## src/rtl/muldiv_pkg.sv

```systemverilog
// muldiv_pkg
//   Shared types and constants for the dual-core multiply/divide arbiter.
//   muldiv_op_t    : operation code carried by each core's request
//   muldiv_state_t : arbiter FSM states
//   ITER_DEFAULT   : iterations per operation (equals operand width)
//   DIV0_LO        : quotient returned on divide by zero
package muldiv_pkg;

  localparam int          ITER_DEFAULT = 32;
  localparam logic [31:0] DIV0_LO      = 32'hFFFF_FFFF;

  typedef enum logic [1:0] {
    MULT  = 2'b00,
    MULTU = 2'b01,
    DIV   = 2'b10,
    DIVU  = 2'b11
  } muldiv_op_t;

  typedef enum logic [1:0] {
    IDLE = 2'b00,
    BUSY = 2'b01,
    DONE = 2'b10
  } muldiv_state_t;

  function automatic logic op_is_div(input muldiv_op_t op);
    return (op == DIV) || (op == DIVU);
  endfunction

  function automatic logic op_is_signed(input muldiv_op_t op);
    return (op == MULT) || (op == DIV);
  endfunction

  // Magnitude of a possibly-signed operand. 0x8000_0000 maps to itself,
  // which is the correct unsigned magnitude.
  function automatic logic [31:0] abs32(input logic [31:0] v, input logic sgn);
    return (sgn && v[31]) ? (~v + 32'd1) : v;
  endfunction

endpackage

```

## src/rtl/seq_muldiv_core.sv

```systemverilog
// seq_muldiv_core
//   Iterative multiply/divide datapath shared by both cores.
//   Multiply: radix-2 shift-add on operand magnitudes.
//   Divide:   restoring shift-subtract on operand magnitudes.
//   Signs are captured at start and applied combinationally on the result.
//   Optional feature macro: MULDIV_FAST_MULT_EN (single-cycle multiplier;
//   mult/multu complete at start and report direct_o).
// Ports
//   clk, reset   : clock, synchronous active-low reset
//   start_i      : load op/operands (arbiter accept)
//   step_i       : perform one iteration
//   op_i, a_i, b_i : operation and operands, sampled on start_i
//   direct_o     : result is complete at start (no iterations needed)
//   last_o       : current step is the final iteration
//   hi_o, lo_o   : sign-corrected result
module seq_muldiv_core
  import muldiv_pkg::*;
#(
  parameter int ITER = ITER_DEFAULT
) (
  input  logic        clk,
  input  logic        reset,
  input  logic        start_i,
  input  logic        step_i,
  input  muldiv_op_t  op_i,
  input  logic [31:0] a_i,
  input  logic [31:0] b_i,
  output logic        direct_o,
  output logic        last_o,
  output logic [31:0] hi_o,
  output logic [31:0] lo_o
);

  localparam int CW = $clog2(ITER);

  // acc: upper product half / partial remainder
  // shr: multiplier shifting out, quotient shifting in
  // mag: multiplicand or divisor magnitude
  logic [31:0]   acc_q, acc_d;
  logic [31:0]   shr_q, shr_d;
  logic [31:0]   mag_q, mag_d;
  logic [CW-1:0] cnt_q, cnt_d;
  logic          is_div_q, is_div_d;
  logic          neg_hi_q, neg_hi_d;
  logic          neg_lo_q, neg_lo_d;

  logic        sgn, sa, sb, div0;
  logic [32:0] rem_sh;
  logic        rem_ge;
  logic [31:0] diff;
  logic [32:0] sum;
  logic [63:0] prod_mag;
  logic [63:0] prod_neg;

  assign sgn  = op_is_signed(op_i);
  assign sa   = sgn & a_i[31];
  assign sb   = sgn & b_i[31];
  assign div0 = op_is_div(op_i) && (b_i == 32'd0);

`ifdef MULDIV_FAST_MULT_EN
  logic [63:0] ext_a, ext_b, fast_prod;
  assign ext_a     = {{32{sa}}, a_i};
  assign ext_b     = {{32{sb}}, b_i};
  // Low 64 bits of the sign-extended product are exact for both signednesses.
  assign fast_prod = ext_a * ext_b;
  assign direct_o  = div0 | ~op_is_div(op_i);
`else
  assign direct_o  = div0;
`endif

  // Restoring divide: the true difference is below the divisor whenever
  // rem_sh >= mag, so the 32-bit wrap-around subtraction is exact.
  assign rem_sh = {acc_q, shr_q[31]};
  assign rem_ge = rem_sh >= {1'b0, mag_q};
  assign diff   = rem_sh[31:0] - mag_q;

  assign sum = {1'b0, acc_q} + (shr_q[0] ? {1'b0, mag_q} : 33'd0);

  assign last_o = (cnt_q == CW'(ITER - 1));

  always_comb begin
    acc_d    = acc_q;
    shr_d    = shr_q;
    mag_d    = mag_q;
    cnt_d    = cnt_q;
    is_div_d = is_div_q;
    neg_hi_d = neg_hi_q;
    neg_lo_d = neg_lo_q;
    if (start_i) begin
      cnt_d    = '0;
      is_div_d = op_is_div(op_i);
      neg_hi_d = 1'b0;
      neg_lo_d = 1'b0;
      mag_d    = 32'd0;
      if (div0) begin
        acc_d = a_i;
        shr_d = DIV0_LO;
`ifdef MULDIV_FAST_MULT_EN
      end else if (!op_is_div(op_i)) begin
        {acc_d, shr_d} = fast_prod;
`endif
      end else if (op_is_div(op_i)) begin
        acc_d    = 32'd0;
        shr_d    = abs32(a_i, sgn);
        mag_d    = abs32(b_i, sgn);
        neg_lo_d = sa ^ sb;
        neg_hi_d = sa;
      end else begin
        acc_d    = 32'd0;
        shr_d    = abs32(b_i, sgn);
        mag_d    = abs32(a_i, sgn);
        neg_lo_d = sa ^ sb;
        neg_hi_d = sa ^ sb;
      end
    end else if (step_i) begin
      cnt_d = cnt_q + CW'(1);
      if (is_div_q) begin
        if (rem_ge) begin
          acc_d = diff;
          shr_d = {shr_q[30:0], 1'b1};
        end else begin
          acc_d = rem_sh[31:0];
          shr_d = {shr_q[30:0], 1'b0};
        end
      end else begin
        acc_d = sum[32:1];
        shr_d = {sum[0], shr_q[31:1]};
      end
    end
  end

  always_ff @(posedge clk) begin
    if (!reset) begin
      acc_q    <= '0;
      shr_q    <= '0;
      mag_q    <= '0;
      cnt_q    <= '0;
      is_div_q <= 1'b0;
      neg_hi_q <= 1'b0;
      neg_lo_q <= 1'b0;
    end else begin
      acc_q    <= acc_d;
      shr_q    <= shr_d;
      mag_q    <= mag_d;
      cnt_q    <= cnt_d;
      is_div_q <= is_div_d;
      neg_hi_q <= neg_hi_d;
      neg_lo_q <= neg_lo_d;
    end
  end

  // Product sign applies to the full 64-bit value; quotient and remainder
  // carry independent signs.
  assign prod_mag = {acc_q, shr_q};
  assign prod_neg = ~prod_mag + 64'd1;

  always_comb begin
    if (is_div_q) begin
      hi_o = neg_hi_q ? (~acc_q + 32'd1) : acc_q;
      lo_o = neg_lo_q ? (~shr_q + 32'd1) : shr_q;
    end else begin
      hi_o = neg_lo_q ? prod_neg[63:32] : prod_mag[63:32];
      lo_o = neg_lo_q ? prod_neg[31:0]  : prod_mag[31:0];
    end
  end

endmodule

```

## src/rtl/muldiv_arbiter.sv

```systemverilog
// muldiv_arbiter
//   Round-robin arbiter sharing one iterative multiply/divide engine
//   between two cores. Grants, sequences the engine and returns HI/LO
//   with a one-cycle done pulse to the owning core.
//   Optional feature macro: MULDIV_FAST_MULT_EN (mult/multu complete in
//   one cycle, IDLE -> DONE).
// Ports
//   clk, reset        : clock, synchronous active-low reset
//   req0/1            : core request, held until that core's done
//   op0/1, a0/1, b0/1 : operation and operands per core
//   gnt0/1            : registered accept pulse
//   done0/1           : registered result-valid pulse
//   stall0/1          : reqN & ~doneN, to the core's execute stall
//   hi_out, lo_out    : result, held until the next done
//   owner, busy       : current engine owner, engine in BUSY/DONE
//
// state | meaning
// IDLE  | engine free, arbitrate pending requests
// BUSY  | iterating, one step per cycle
// DONE  | result stable in the core, capture and pulse done
module muldiv_arbiter
  import muldiv_pkg::*;
#(
  parameter int ITER = ITER_DEFAULT
) (
  input  logic        clk,
  input  logic        reset,
  input  logic        req0,
  input  logic        req1,
  input  logic [1:0]  op0,
  input  logic [1:0]  op1,
  input  logic [31:0] a0,
  input  logic [31:0] b0,
  input  logic [31:0] a1,
  input  logic [31:0] b1,
  output logic        gnt0,
  output logic        gnt1,
  output logic        done0,
  output logic        done1,
  output logic        stall0,
  output logic        stall1,
  output logic [31:0] hi_out,
  output logic [31:0] lo_out,
  output logic        owner,
  output logic        busy
);

  muldiv_state_t state_q, state_d;
  logic          prio_q, prio_d;
  logic          owner_q, owner_d;
  logic          gnt0_q, gnt0_d;
  logic          gnt1_q, gnt1_d;
  logic          done0_q, done0_d;
  logic          done1_q, done1_d;
  logic [31:0]   hi_q, hi_d;
  logic [31:0]   lo_q, lo_d;

  logic          sel;
  logic          accept;
  muldiv_op_t    op_sel;
  logic [31:0]   a_sel, b_sel;
  logic          core_direct, core_last;
  logic [31:0]   core_hi, core_lo;

  // A lone requester wins outright; on contention the pointer decides.
  assign sel    = (req0 & req1) ? prio_q : req1;
  assign accept = (state_q == IDLE) & (req0 | req1);
  assign op_sel = sel ? muldiv_op_t'(op1) : muldiv_op_t'(op0);
  assign a_sel  = sel ? a1 : a0;
  assign b_sel  = sel ? b1 : b0;

  seq_muldiv_core #(
    .ITER (ITER)
  ) u_core (
    .clk      (clk),
    .reset    (reset),
    .start_i  (accept),
    .step_i   (state_q == BUSY),
    .op_i     (op_sel),
    .a_i      (a_sel),
    .b_i      (b_sel),
    .direct_o (core_direct),
    .last_o   (core_last),
    .hi_o     (core_hi),
    .lo_o     (core_lo)
  );

  always_comb begin
    state_d = state_q;
    prio_d  = prio_q;
    owner_d = owner_q;
    gnt0_d  = 1'b0;
    gnt1_d  = 1'b0;
    done0_d = 1'b0;
    done1_d = 1'b0;
    hi_d    = hi_q;
    lo_d    = lo_q;
    case (state_q)
      IDLE: begin
        if (accept) begin
          owner_d = sel;
          prio_d  = ~sel;
          gnt0_d  = ~sel;
          gnt1_d  = sel;
          state_d = core_direct ? DONE : BUSY;
        end
      end
      BUSY: begin
        if (core_last) state_d = DONE;
      end
      DONE: begin
        hi_d    = core_hi;
        lo_d    = core_lo;
        done0_d = ~owner_q;
        done1_d = owner_q;
        state_d = IDLE;
      end
      default: state_d = IDLE;
    endcase
  end

  always_ff @(posedge clk) begin
    if (!reset) begin
      state_q <= IDLE;
      prio_q  <= 1'b0;
      owner_q <= 1'b0;
      gnt0_q  <= 1'b0;
      gnt1_q  <= 1'b0;
      done0_q <= 1'b0;
      done1_q <= 1'b0;
      hi_q    <= '0;
      lo_q    <= '0;
    end else begin
      state_q <= state_d;
      prio_q  <= prio_d;
      owner_q <= owner_d;
      gnt0_q  <= gnt0_d;
      gnt1_q  <= gnt1_d;
      done0_q <= done0_d;
      done1_q <= done1_d;
      hi_q    <= hi_d;
      lo_q    <= lo_d;
    end
  end

  assign gnt0   = gnt0_q;
  assign gnt1   = gnt1_q;
  assign done0  = done0_q;
  assign done1  = done1_q;
  assign stall0 = req0 & ~done0_q;
  assign stall1 = req1 & ~done1_q;
  assign hi_out = hi_q;
  assign lo_out = lo_q;
  assign owner  = owner_q;
  assign busy   = (state_q != IDLE);

endmodule

```

## config.mk

```make
export PLATFORM = sky130hd
export DESIGN_NAME = muldiv_arbiter
export DESIGN_NICKNAME = d
export VERILOG_FILES = /design/src/rtl/muldiv_pkg.sv /design/src/rtl/seq_muldiv_core.sv /design/src/rtl/muldiv_arbiter.sv
export SDC_FILE = /design/constraint.sdc
export NUM_CORES = 1
export LEC_CHECK = 0
export ABC_AREA = 1
export BUFFER_PORTS_ARGS = -buffer_cell sky130_fd_sc_hd__buf_2
export CAP_MARGIN = 10
export CELL_PAD_IN_SITES_DETAIL_PLACEMENT = 1
export CELL_PAD_IN_SITES_GLOBAL_PLACEMENT = 1
export CORE_UTILIZATION = 40
export CTS_CLUSTER_SIZE = 40
export DETAILED_ROUTE_END_ITERATION = 8
export MAX_ROUTING_LAYER = met4
export PLACE_DENSITY = 0.86
export RECOVER_POWER = 50
export SLEW_MARGIN = 15
export SYNTH_ARGS = -nofsm -noshare
export SYNTH_HDL_FRONTEND = slang
export SYNTH_SLANG_ARGS = --single-unit
```

## constraint.sdc

```tcl
create_clock -name clk -period 3.4 [get_ports clk]
set_input_delay 0.34 -clock clk [delete_from_list [all_inputs] [get_ports clk]]
set_output_delay 0.34 -clock clk [all_outputs]
set_load 0.01 [all_outputs]
```

== Yosys cells after proc, flatten, opt, wreduce, memory -nomap -nowiden ==
Cells that the tools add are included.
Word-level totals
  bits of input ports: 136
  flip-flop bits (word level): 176
  output and inout port bits: 72
Operators by class
  $add $sub $neg: 8
  mux-type cells: 33
  equality and inequality tests: 7
  reductions and logical operators: 15
  bitwise operators: 18
  order comparisons: 1
Operators by type and width (count)
  32-bit two-way mux: 23
  32-bit by 1-bit adder with 32-bit output (second input constant): 4
  32-bit inverter: 4
  64-bit by 1-bit adder with 64-bit output (second input constant): 1
  64-bit inverter: 1
  32-bit by 33-bit adder with 33-bit output: 1
  33-bit by 32-bit greater-or-equal comparator with 1-bit output: 1
  32-bit zero test: 1
  32-bit subtractor: 1
  2-bit two-way mux: 4
  1-bit AND: 6
  2-bit == test (second input constant): 3
  2-bit AND reduction: 3
  5-bit by 1-bit adder with 5-bit output (second input constant): 1
  5-bit == test (second input constant): 1
  1-bit two-way mux: 5
  1-bit inverter: 5
  2-bit zero test: 2
  2-bit inequality test (second input constant): 2
  2-bit one-hot mux with 2 select lines: 1
  2-bit nonzero test: 2
  1-bit logical AND: 3
  3-bit AND reduction: 1
  2-bit by 1-bit == test with 1-bit output (second input constant): 1
  4 further kinds: 5

== Depth between registers and ports, before layout ==
Gate-level depths: netlist (run 1).
  depth in word-level cells: 10
  depth in mapped cells: 21
  depth with buffers taken out: 19

== By module ==
Synthesis (run 1) repeated with hierarchy kept, for this count alone.
Second synthesis, totals
  cell total of the unflattened synthesis: 3281
  area total of the unflattened synthesis: 18647.9 um2
Modules (own cells, without submodules)
  seq_muldiv_core: area an instance 15283.4 um2, cells an instance 2746, instances 1
  muldiv_arbiter: area an instance 3364.5 um2, cells an instance 535, instances 1

== Least setup slack after synthesis (run 1) ==
No wires, ideal clock.
  kind: register to register
  start: register u_core.shr_q[0]
  end: register u_core.acc_q[31]
  path buffers: 2
  setup slack: 960 ps
  period minus slack after synthesis: 2440 ps
  arrival time: 2308 ps
  stages on the path, launching flop included: 20
  path through: dfxtp_1 > clkbuf_1 > clkbuf_1 > nand2_1 > inv_1 > ha_1 > nand2_1 > a21oi_1 > nor2_1 > nor2_1 > nor2_1 > inv_1 > a21oi_1 > nand2_1 > nand2_1 > nand3_1 > o21ai_0 > inv_1 > nand2_1 > a21oi_1
Between the ends
  word-level cells in the longest chain between the ends: 5
Ends and longest elaborated chain
  start, declared: RTL line seq_muldiv_core.sv:40  | logic [31:0] shr_q, shr_d;
  start signal, assigned: RTL line seq_muldiv_core.sv:143  | shr_q <= shr_d;
  32-bit two-way mux: RTL line seq_muldiv_core.sv:77  | assign sum = {1'b0, acc_q} + (shr_q[0] ? {1'b0, mag_q} : 33'd0);
  32-bit by 33-bit adder with 33-bit output: RTL line seq_muldiv_core.sv:77
  32-bit two-way mux: RTL line seq_muldiv_core.sv:117  | if (is_div_q) begin
  32-bit two-way mux: RTL line seq_muldiv_core.sv:115  | end else if (step_i) begin
  32-bit two-way mux: RTL line seq_muldiv_core.sv:89  | if (start_i) begin
  end signal, assigned: RTL line seq_muldiv_core.sv:134  | acc_q <= '0;
  end signal, assigned: RTL line seq_muldiv_core.sv:142  | acc_q <= acc_d;
  end, declared: RTL line seq_muldiv_core.sv:39  | logic [31:0] acc_q, acc_d;
No other way between the ends. The select of a mux whose other input is x is not followed.
A chain may end at the register's enable or synchronous reset.

== Final worst setup path (run 1) ==
  start: register state_q[1]
  end: register hi_q[20] (netlist: hi_out[20])
Between the ends
  word-level cells in the longest chain between the ends: 1
Ends and longest elaborated chain
  start, declared: RTL line muldiv_arbiter.sv:48  | muldiv_state_t state_q, state_d;
  start signal, assigned: RTL line muldiv_arbiter.sv:134  | state_q <= state_d;
  2-bit == test: RTL line muldiv_arbiter.sv:98  | case (state_q)
  end signal, assigned: RTL line muldiv_arbiter.sv:141  | hi_q <= hi_d;
  end, declared: RTL line muldiv_arbiter.sv:55  | logic [31:0] hi_q, hi_d;
No other way between the ends.

==> results of run 1 <==
[state kept, by name (all words and copies together) (netlist names)]
| name | count |
|---|---|
| done1 | 1 |
| gnt0 | 1 |
| u_core.shr_q | 32 |
| gnt1 | 1 |
| done0 | 1 |
| u_core.cnt_q | 5 |
| prio_q | 1 |
| u_core.mag_q | 32 |
| hi_out | 32 |
| lo_out | 32 |
| u_core.neg_hi_q | 1 |
| owner | 1 |
| u_core.is_div_q | 1 |
| u_core.acc_q | 32 |
| state_q | 2 |
| u_core.neg_lo_q | 1 |
[per-layer routing]
layer / up-vias / wire length (um)
li1: 11300 / -
met2: 910 / 39300
met5: - / 0
met4: 0 / 4100
met1: 11200 / 39000
met3: 154 / 5900
[how the worst min path moves through the flow]
stage / startpoint / endpoint / slack [ns] / cells past startpoint
after floorplan: u_core.cnt_q[4]$_SDFFE_PP0P_ / u_core.cnt_q[4]$_SDFFE_PP0P_ / 0.45 / 2
after global placement: owner$_SDFFE_PN0P_ / done0$_SDFF_PN0_ / 0.43 / 1
after detailed placement: owner$_SDFFE_PN0P_ / done0$_SDFF_PN0_ / 0.45 / 1
after CTS: req0 / prio_q$_SDFFE_PN0P_ / 0.23 / 3
after global routing: req0 / prio_q$_SDFFE_PN0P_ / 0.27 / 3
final: req0 / prio_q$_SDFFE_PN0P_ / 0.24 / 3
[worst max-delay path, delay by kind of cell, from the launching register on]
| family | cells | cell delay [ns] |
|---|---|---|
| AO/OA/AOI/OAI | 1 | 0.15 |
| flip-flops | 1 | 0.37 |
| AND/OR/NAND/NOR | 2 | 1.39 |
| buffers and inverters | 3 | 1.08 |
[report_power, final]
part	switching [mW]	total (mW)	internal [mW]
logic	6.16	8.85	2.68
clock network	1.04	2.10	1.06
registers	0.396	2.83	2.43
[kinds of logic (layout without fill, tap and decap cells)]
| kind of cell | count (synthesis) | count (layout) | synth area share (%) |
|---|---|---|---|
| AND/OR/NAND/NOR | 1810 | 1810 | 41.0 |
| adder cells (fa/ha/maj) | 72 | 72 | 4.88 |
| AO/OA/AOI/OAI | 648 | 648 | 18.8 |
| flip-flops | 176 | 176 | 18.8 |
| XOR/XNOR | 108 | 108 | 5.04 |
| buffers and inverters | 534 | 739 | 11.5 |
[area by class of cell]
| type | instances | share of cell area, % |
|---|---|---|
| clock inverters | 14 | 0.765 |
| inverters | 384 | 6.78 |
| clock buffers | 18 | 2.07 |
| multi-input cells | 2638 | 61.6 |
| flip-flops and latches | 176 | 16.6 |
| well taps | 600 | 3.53 |
| repair buffers | 323 | 8.72 |
[synthesized netlist by cell type, drive strengths merged]
master	n
fa	2
nor2	329
clkbuf	90
nand3	249
a2111oi	1
a22o	1
o21ai	281
ha	70
nor3	43
a21o	8
or2	3
o21a	4
a211oi	1
a31oi	6
inv	382
o22ai	28
o221ai	4
clkinv	2
o31ai	5
o21bai	5
nand2	1060
nand4	46
nand3b	67
a21oi	272
nor4	8
o211ai	28
nor3b	2
dfxtp	176
a21boi	1
xnor2	18
a22oi	3
buf	60
xor2	90
and2	3
[cell usage in the layout (no fill, tap or decap), types with 5 or more instances in the layout]
| master | count |
|---|---|
| buf_4 | 108 |
| nor2_1 | 323 |
| o21bai_1 | 5 |
| buf_2 | 135 |
| o21ai_1 | 19 |
| ha_1 | 70 |
| nand3b_1 | 67 |
| o22ai_1 | 28 |
| nand2_2 | 12 |
| o21ai_0 | 257 |
| inv_6 | 5 |
| clkbuf_1 | 75 |
| nor4_1 | 8 |
| nand4_1 | 46 |
| a31oi_1 | 6 |
| o31ai_1 | 5 |
| o211ai_1 | 28 |
| inv_1 | 374 |
| a21oi_1 | 255 |
| a21o_1 | 8 |
| nand3_1 | 248 |
| clkbuf_16 | 17 |
| inv_2 | 8 |
| a21oi_2 | 17 |
| nor3_1 | 42 |
| xor2_1 | 90 |
| xnor2_1 | 18 |
| dfxtp_1 | 175 |
| nand2_1 | 1044 |
[per-stage QoR]
stage | cells | setup slack, ns | util [%] | power, mW | cell area [um2]
2_1_floorplan | 3348 | 0.960 | - | 8.35 | 18800
3_3_place_gp | 4121 | 0.324 | 45.4 | 11.3 | 20800
3_5_place_dp | 4121 | 0.350 | 45.4 | 11.5 | 20800
4_1_cts | 4153 | 0.366 | 46.7 | 13.6 | 21400
5_1_grt | 4153 | 0.0149 | 46.4 | 14.7 | 21300
6_report | 4153 | 0.242 | 46.4 | 13.8 | 21300
==> results.md, run 1 <==
* Hold_ws at ~0.24 ns
* Worst-skew pair later-pin latency at 0.50 ns
* # fillers at 6638
* Period utilization at 92.9%
* Yosys reg bits at 176
* Wire per inst at 21.3 um
* Max IR drop VDD at between 0.3 and 0.4 mV
* Synth warn at 0
* Vias in the first global route at about 23000
* Met3 usage at around 4.5%
* Post-cts hold buffer count at 0
* Count of cell types in the netlist at slightly below 50
* Worst Setup EP: hi_out[20]$_SDFFE_PN0N_
* Max Slew Vio Count at 21
* Starting Density at 41.0%
* CTS root buf: clkbuf_16
* Hold Crit Class: in2reg
* GR Util met2 at 58.8%
* Largest net degree at the start of global routing at 85
* Area of the multi-input gates at approximately 13000 um2
* Mapped Cells at about 3300
* Antenna-violating nets left at 0
* 1st-iter DRT viols at 2018
* Crit-path cells: inv_1, nor2_1, clkbuf_2, nand3_1, o211ai_1, inv_1
* Main area contributors after synthesis: nand2_1 21%, dfxtp_1 19%, inv_1 7.5%
* Worst Path Required at 3.78 ns
* Overall Global Routing Usage at around two fifths
* Arr. time, crit path at 3.54 ns
* Setup TNS Final at 0 ns
* Worst Skew at 0.0191 ns
* Clock Pin Slew Worst Setup and Hold Paths at 0.08 ns
* Layout area overhead at 13.3%
* Total CTS buffers at 17
* Hold Violations, Final at 0
* Die height at 219 um
* Layout cells sized above 1 at 9.51%
* Die X at 219 um
* Detailed Route WL at 88.3 mm
* Io pins at 208
* Drt first pass iters at 5
* CP most frequent cell: inv_1
* Max-slew headroom at -6.37%
* Clk buf depth at 2
* Area of the mapped netlist at roughly 19000 um2
* Register Area at ~3500 um2
* RSZ-0062 raised after global routing: false
* Resized cells post-CTS at 0
* Most used routing layer: met2
* Reg2Reg Launch Point: state_q[1]$_SDFFE_PN0P_
* Outcome: complete, but fails checks
* Worst Tran Pin Value at 1.59 ns
* Vias at 23500
* Post-synth top area cell: nand2_1
* Worst setup EP type: flop
* Clock sinks at approximately 180
* WS Path Type: reg2reg
* Worst path slowest cell: nor2_1
* Min Tclk post-route at between 3 and 4 ns
* Initial antenna violation count at 0
* Max Clock Freq at 317 MHz
* RR Endpoint: hi_out[20]$_SDFFE_PN0N_
* Gpl congestion at between 1 and 1.5
* Met1 Use GR at about half
* Post-CTS Setup Inserts at 0
* Syn avg cell area at 5.60 um2
* Nets at 3748
* Number of antenna diodes at 0
* CTS tree: yes
* Yosys top cell area share at 20.9%
* Failing checks: max-capacitance violations, max-slew violations
* Worst-path maximum fanout at 58
* CP startpoint kind: flop
* Register area share after synthesis at 18.8%
* Slowest stage delay, CP at 1.16 ns
* H-tree levels at 4
* Die ar. at around 48000 um2
* Reg2reg setup slack at around 0.24 ns
* R2R depth at 6
* Overflow left after global routing at 0
* Max-cap violations at 1
* Row count at ~80
* PwrDens at 648 nW/um2
* Hpwl dp at 72.6 mm
* Static Leak at between 10 and 15 nW
* Setup Viol. Count Final at 0
* Core area at 45800 um2
* CP startpoint: state_q[1]$_SDFFE_PN0P_
* Post-Syn Nets at 3556
* First-pass GRT wire length at 135 mm
* DRC viols at 0
* Vias/cell at 5.66
* Port Buffers at just over 200
Note: power is estimated with default switching activity, not from simulation.
==> run 2, diff against run 1 <==
==> constraint.sdc (replaced) <==
create_clock -name clk -period 3.4 [get_ports clk]
set_input_delay 0.68 -clock clk [delete_from_list [all_inputs] [get_ports clk]]
set_output_delay 0.68 -clock clk [all_outputs]
set_load 0.01 [all_outputs]
==> results.md, run 2 (synthesis gave the netlist of run 1 again) <==
* Outcome: complete, but fails checks (unchanged)
* Failing checks: max-capacitance violations, max-slew violations (unchanged)
* Area of the multi-input gates at 13100 um2 (about the same)
* 1st-iter DRT viols at 2125 (was 2018)
* Vias at 23900 (was 23500)
* Arr. time, crit path at 3.66 ns (was 3.54 ns)
* Worst Path Required at 3.81 ns (was 3.78 ns)
* Worst Skew at 0.0153 ns (was 0.0191 ns)
* Layout cells sized above 1 at 9.73% (was 9.51%)
* Psw at 7.55 mW (was 7.59 mW)
* Reg power frac at 20.5% (about the same)
* Row count at 78 (unchanged)
* Reg2Reg Launch Point: u_core.mag_q[2]$_SDFFE_PN0P_ (was state_q[1]$_SDFFE_PN0P_)
* Nets at 3760 (was 3748)
* Detailed Route WL at 87.3 mm (was 88.3 mm)
* Vias in the first global route at 23300 (was 23100)
* Max Clock Freq at 308 MHz (was 317 MHz)
* Switching fraction of total power at 55.1% (about the same)
* Setup Viol. Count Final at 0 (unchanged)
* Hpwl dp at 71.1 mm (was 72.6 mm)
* Reg2reg setup slack at 0.15 ns (was 0.24 ns)
* DRC viols at 0 (unchanged)
* Io pins at 208 (unchanged)
* Clk buf depth at 2 (unchanged)
* Setup TNS Final at 0 ns (unchanged)
* Initial antenna violation count at 0 (unchanged)
* CTS tree: yes (unchanged)
* Hold endpoint: done0$_SDFF_PN0_ (was prio_q$_SDFFE_PN0P_)
* Commonest non-fill, non-tap cell in the layout: nand2_1 (unchanged)
* Hold Crit Class: reg2reg (was in2reg)
* Die height at 219 um (unchanged)
* First-pass GRT wire length at 134 mm (was 135 mm)
* CP startpoint kind: flop (unchanged)
* Clock Pin Slew Worst Setup and Hold Paths at 0.08 ns (about the same)
* Vias/cell at 5.73 (was 5.66)
* Die X at 219 um (unchanged)
* Overflow left after global routing at 0 (unchanged)
* Post-CTS Setup Inserts at 0 (unchanged)
* Gate power share at 64.8% (was 64.2%)
* Hold Violations, Final at 0 (unchanged)
* Starting Density at 41.0% (unchanged)
* Power, Total at 13.7 mW (was 13.8 mW)
* Core area at 45800 um2 (unchanged)
* RR Endpoint: u_core.acc_q[1]$_SDFFE_PN0P_ (was hi_out[20]$_SDFFE_PN0N_)
* Worst-path maximum fanout at 10 (was 58)
* Min Tclk post-route at 3.25 ns (was 3.16 ns)
* Dpl ws at 0.0704 ns (was 0.350 ns)
* Max-slew headroom at -26.3% (was -6.37%)
* R2R depth at 16 (was 6)
* PwrDens at 641 nW/um2 (was 648 nW/um2)
* Static Leak at 10.4 nW (about the same)
* Max Slew Vio Count at 38 (was 21)
* Period utilization at 95.5% (was 92.9%)
* Final worst setup slack at 0.154 ns (was 0.242 ns)
* Worst setup EP type: flop (unchanged)
* Worst-skew pair later-pin latency at 0.49 ns (was 0.50 ns)
* Max IR drop VDD at 0.277 mV (was 0.370 mV)
* Die ar. at 47800 um2 (unchanged)
* WHS Path Cells at 1 (was 3)
* Most frequent cells in the layout: 1044 x nand2_1, 375 x inv_1, 322 x nor2_1 (was 1044 x nand2_1, 374 x inv_1, 323 x nor2_1)
* Drt first pass iters at 5 (unchanged)
* Clock sinks at 176 (unchanged)
* RSZ-0062 raised after global routing: false (unchanged)
* Hold path start: owner$_SDFFE_PN0P_ (was req0)
* Worst Tran Pin Value at 1.90 ns (was 1.59 ns)
* Gpl congestion at 1.03 (was 1.02)
* # fillers at 6675 (was 6638)
* Total CTS buffers at 17 (unchanged)
* Overall Global Routing Usage at 37.5% (was 38.2%)
* Post-cts hold buffer count at 0 (unchanged)
* Layout area overhead at 14.0% (was 13.3%)
* Wire per inst at 21.0 um (was 21.3 um)
* Largest net degree at the start of global routing at 91 (was 85)
* Internal Dissipation at 6.15 mW (was 6.18 mW)
* CTS root buf: clkbuf_16 (unchanged)
* Antenna-violating nets left at 0 (unchanged)
* WS Path Type: reg2reg (unchanged)
* Max-cap violations at 1 (unchanged)
* Port Buffers at 207 (unchanged)
* H-tree levels at 4 (unchanged)
* Clock share of power at 14.7% (was 15.2%)
* Register Area at 3520 um2 (unchanged)
## run 2: cell types whose count changed in the layout (fill, tap and decap cells not counted), moves of 2 or more
cell      delta
inv_8        +2
buf_4        +6
buf_12       +4
clkinv_8     -2
clkbuf_1     +3
clkinv_2     -2
## run 2: cell type report
type	instances	share of cell area, %
well taps	600	3.51
multi-input cells	2638	61.3
repair buffers	335	9.31
clock inverters	11	0.527
clock buffers	21	2.15
inverters	384	6.74
diodes	1	0.0117
flip-flops and latches	176	16.5
## run 2: layer usage
metal / GRT usage (%) / routed length, um / up-vias / share of wire (%)
met5: - / 0 / - / 0
met4: 17.8 / 4520 / 0 / 5.2
met3: 5.15 / 6440 / 238 / 7.4
met2: 58.5 / 39000 / 1053 / 45
met1: 47.5 / 37400 / 11300 / 43
li1: - / - / 11300 / -
## run 2: timing repair
| item | CTS | global route |
|---|---|---|
| setup endpoints to repair | 0 | 2 |
| gates resized for setup | 0 | 2 |
| endpoints found under the hold margin | 0 | 0 |
## run 2: power by group through the flow
stage / clock network, mW / logic [mW] / registers [mW]
after detailed placement: 0 / 8.56 / 2.83
after global placement: 0 / 8.39 / 2.81
after global routing: 2.10 / 9.60 / 2.84
after CTS: 2.03 / 8.63 / 2.79
final: 2.02 / 8.88 / 2.81
after floorplan: 0 / 5.57 / 2.78
## run 2: critical path, cell delays in order (launching register included)
cell	delay, ns
dfxtp_1	0.41
inv_1	0.07
ha_1	0.38
a21oi_1	0.16
nand2_1	0.14
nand2_1	0.09
nand2_1	0.13
nand2_1	0.10
nand2_1	0.14
nand2_1	0.15
nand3_1	0.14
nand2_2	0.21
nand2_4	0.14
buf_4	0.25
nor3_1	0.33
o21ai_0	0.18
a21oi_1	0.14
## run 2: worst max-delay path by stage
stage	startpoint	endpoint	cells past startpoint	slack (ns)
finish	u_core.mag_q[2]$_SDFFE_PN0P_	u_core.acc_q[1]$_SDFFE_PN0P_	16	0.15
global placement	req1	u_core.shr_q[12]$_SDFFE_PN0P_	13	0.14
global route	u_core.shr_q[0]$_SDFFE_PN0P_	hi_out[29]$_SDFFE_PN0N_	15	0.04
detailed placement	req1	u_core.acc_q[1]$_SDFFE_PN0P_	15	0.07
CTS	u_core.mag_q[2]$_SDFFE_PN0P_	u_core.acc_q[1]$_SDFFE_PN0P_	16	0.21
floorplan	req1	u_core.acc_q[0]$_SDFFE_PN0P_	17	0.70
## run 2: stage by stage
step                instance area (um2)  hold slack (ns)  utilization [%]  std cells
floorplan                         18800            0.445                -       3348
global placement                  20900            0.426             45.8       4133
detailed placement                20900            0.441             45.8       4133
CTS                               21500            0.463             47.0       4165
global route                      21400            0.492             46.7       4165
finish                            21400            0.462             46.7       4166
==> run 3, diff against run 2 <==
CORE_ASPECT_RATIO = 1.2   (was unset)
==> results.md, run 3 (synthesis gave the netlist of run 1 again) <==
* Drt first pass iters at 5 (unchanged)
* Antenna-violating nets left at 0 (unchanged)
* PwrDens at 645 nW/um2 (was 641 nW/um2)
* Gate power share at 63.4% (was 64.8%)
* 1st-iter DRT viols at 1699 (was 2125)
* Total CTS buffers at 17 (unchanged)
* Post-CTS Setup Inserts at 0 (unchanged)
* Internal Dissipation at 6.29 mW (was 6.15 mW)
* Row count at 86 (was 78)
* Worst-path maximum fanout at 22 (was 10)
* DRC viols at 0 (unchanged)
* CTS tree: yes (unchanged)
* Largest net degree at the start of global routing at 91 (unchanged)
* Worst path slowest cell: clkbuf_1 (was dfxtp_1)
* H-tree levels at 4 (unchanged)
* Met1 Use GR at 43.7% (was 47.5%)
* Max Slew Vio Count at 19 (was 38)
* R2R depth at 9 (was 16)
* Max-cap violations at 1 (unchanged)
* Outcome: complete, but fails checks (unchanged)
* Final worst setup slack at 0.115 ns (was 0.154 ns)
* Max IR drop VDD at 0.448 mV (was 0.277 mV)
* Most used routing layer: met2 (unchanged)
* Worst setup EP type: flop (unchanged)
* Crit-path cells: nor2_1, inv_1, a21oi_1, clkbuf_1, nand2_4, inv_2, nand3_1, nand2_1, a21oi_1 (was inv_1, ha_1, a21oi_1, nand2_1, nand2_1, nand2_1, nand2_1, nand2_1, nand2_1, nand3_1, nand2_2, nand2_4, buf_4, nor3_1, o21ai_0, a21oi_1)
* WS Path Type: reg2reg (unchanged)
* Initial antenna violation count at 2 (was 0)
* First-pass GRT wire length at 136 mm (was 134 mm)
* Hold Crit Class: reg2reg (unchanged)
* Period utilization at 96.6% (was 95.5%)
* Met3 usage at 5.65% (was 5.15%)
* Cell depth of the worst setup path at 9 (was 16)
* Static Leak at 10.5 nW (was 10.4 nW)
* Arr. time, crit path at 3.64 ns (was 3.66 ns)
* Gpl congestion at 1.07 (was 1.03)
* Die X at 200 um (was 219 um)
* Port Buffers at 207 (unchanged)
* Delay-heaviest family, CP: buffers and inverters (was simple AND/OR/NAND/NOR gates)
* Vias in the first global route at 24000 (was 23300)
* Hpwl dp at 72.1 mm (was 71.1 mm)
* Nets at 3768 (was 3760)
* Wire per inst at 21.2 um (was 21.0 um)
* Failing checks: max-capacitance violations, max-slew violations (unchanged)
* Worst Tran Pin Value at 1.51 ns (was 1.90 ns)
* Psw at 7.60 mW (was 7.55 mW)
* Setup Viol. Count Final at 0 (unchanged)
* Worst Skew at 0.0163 ns (was 0.0153 ns)
* CP startpoint kind: flop (unchanged)
* Switching fraction of total power at 54.7% (was 55.1%)
* Reg power frac at 20.6% (was 20.5%)
* GR Util met2 at 62.3% (was 58.5%)
* CTS root buf: clkbuf_16 (unchanged)
* Post-cts hold buffer count at 0 (unchanged)
* Starting Density at 40.7% (was 41.0%)
* Worst Path Required at 3.75 ns (was 3.81 ns)
* WHS Path Cells at 1 (unchanged)
* Clock Pin Slew Worst Setup and Hold Paths at 0.08 ns (about the same)
* Layout cells sized above 1 at 10.1% (was 9.73%)
* Slowest stage delay, CP at 1.14 ns (was 0.41 ns)
* Max-slew headroom at -0.672% (was -26.3%)
* CP most frequent cell: a21oi_1 (was nand2_1)
* Min Tclk post-route at 3.28 ns (was 3.25 ns)
* Commonest non-fill, non-tap cell in the layout: nand2_1 (unchanged)
* Die ar. at 47800 um2 (about the same)
* Most frequent cells in the layout: 1044 x nand2_1, 374 x inv_1, 322 x nor2_1 (was 1044 x nand2_1, 375 x inv_1, 322 x nor2_1)
* Worst path buffer plus inverter count at 3 (was 2)
* RSZ-0062 raised after global routing: false (unchanged)
* Io pins at 208 (unchanged)
* Detailed Route WL at 88.8 mm (was 87.3 mm)
* Vias/cell at 5.75 (was 5.73)
* Overflow left after global routing at 0 (unchanged)
* Clock share of power at 15.9% (was 14.7%)
* Clock sinks at 176 (unchanged)
* Max Clock Freq at 304 MHz (was 308 MHz)
* # fillers at 6778 (was 6675)
* Setup TNS Final at 0 ns (unchanged)
* Dpl ws at 0.0338 ns (was 0.0704 ns)
* Core area at 46100 um2 (was 45800 um2)
* Vias at 24100 (was 23900)
* Hold Violations, Final at 0 (unchanged)
* Die height at 239 um (was 219 um)
* Clk buf depth at 2 (unchanged)
* Worst-skew pair later-pin latency at 0.48 ns (was 0.49 ns)
* Layout area overhead at 14.8% (was 14.0%)
* Overall Global Routing Usage at 38.4% (was 37.5%)
[run 3: what timing repair did]
item,4_1_cts,5_1_grt
endpoints found under the setup margin,3,9
endpoints found under the hold margin,0,0
pin swaps,0,0
gates resized for setup,1,4
[run 3: layout make-up]
type / count / area (um2) / share of cell area [%]
Antenna cell: 2 / 5.00 / 0.0232
Clock buffer: 17 / 425 / 1.98
Clock inverter: 15 / 210 / 0.976
Inverter: 384 / 1440 / 6.70
Multi-Input combinational cell: 2638 / 13100 / 60.8
Sequential cell: 176 / 3530 / 16.4
Tap cell: 616 / 771 / 3.58
Timing Repair Buffer: 343 / 2050 / 9.54
[run 3: final timing paths]
kind                      startpoint  slack, ns                             to
max          state_q[0]$_SDFFE_PN0P_       0.12  u_core.shr_q[10]$_SDFFE_PN0P_
min reg2reg       owner$_SDFFE_PN0P_       0.46               done0$_SDFF_PN0_
min               owner$_SDFFE_PN0P_       0.46               done0$_SDFF_PN0_
max reg2reg  state_q[0]$_SDFFE_PN0P_       0.12  u_core.shr_q[10]$_SDFFE_PN0P_
[run 3: layer usage]
metal / share of wire [%] / up-vias
met3: 6.3 / 327
met4: 7.5 / 0
li1: - / 11300
met2: 47 / 1026
met1: 40 / 11400
met5: 0 / -
[run 3: power groups by stage]
stage	sequential [mW]	clock, mW	combinational, mW
finish	2.87	2.21	8.81
global route	2.88	2.30	9.55
CTS	2.84	2.22	8.61
detailed placement	2.88	0	8.51
global placement	2.87	0	8.33
floorplan	2.78	0	5.57
[run 3: stage by stage]
step	instances	hold slack, ns	cell area [um2]	util [%]	power, mW
after global routing	4191	0.489	21500	46.7	14.7
after global placement	4157	0.443	21000	45.7	11.2
after CTS	4189	0.469	21700	47.0	13.7
after floorplan	3348	0.445	18800	-	8.35
final	4191	0.459	21500	46.7	13.9
after detailed placement	4157	0.457	21000	45.7	11.4
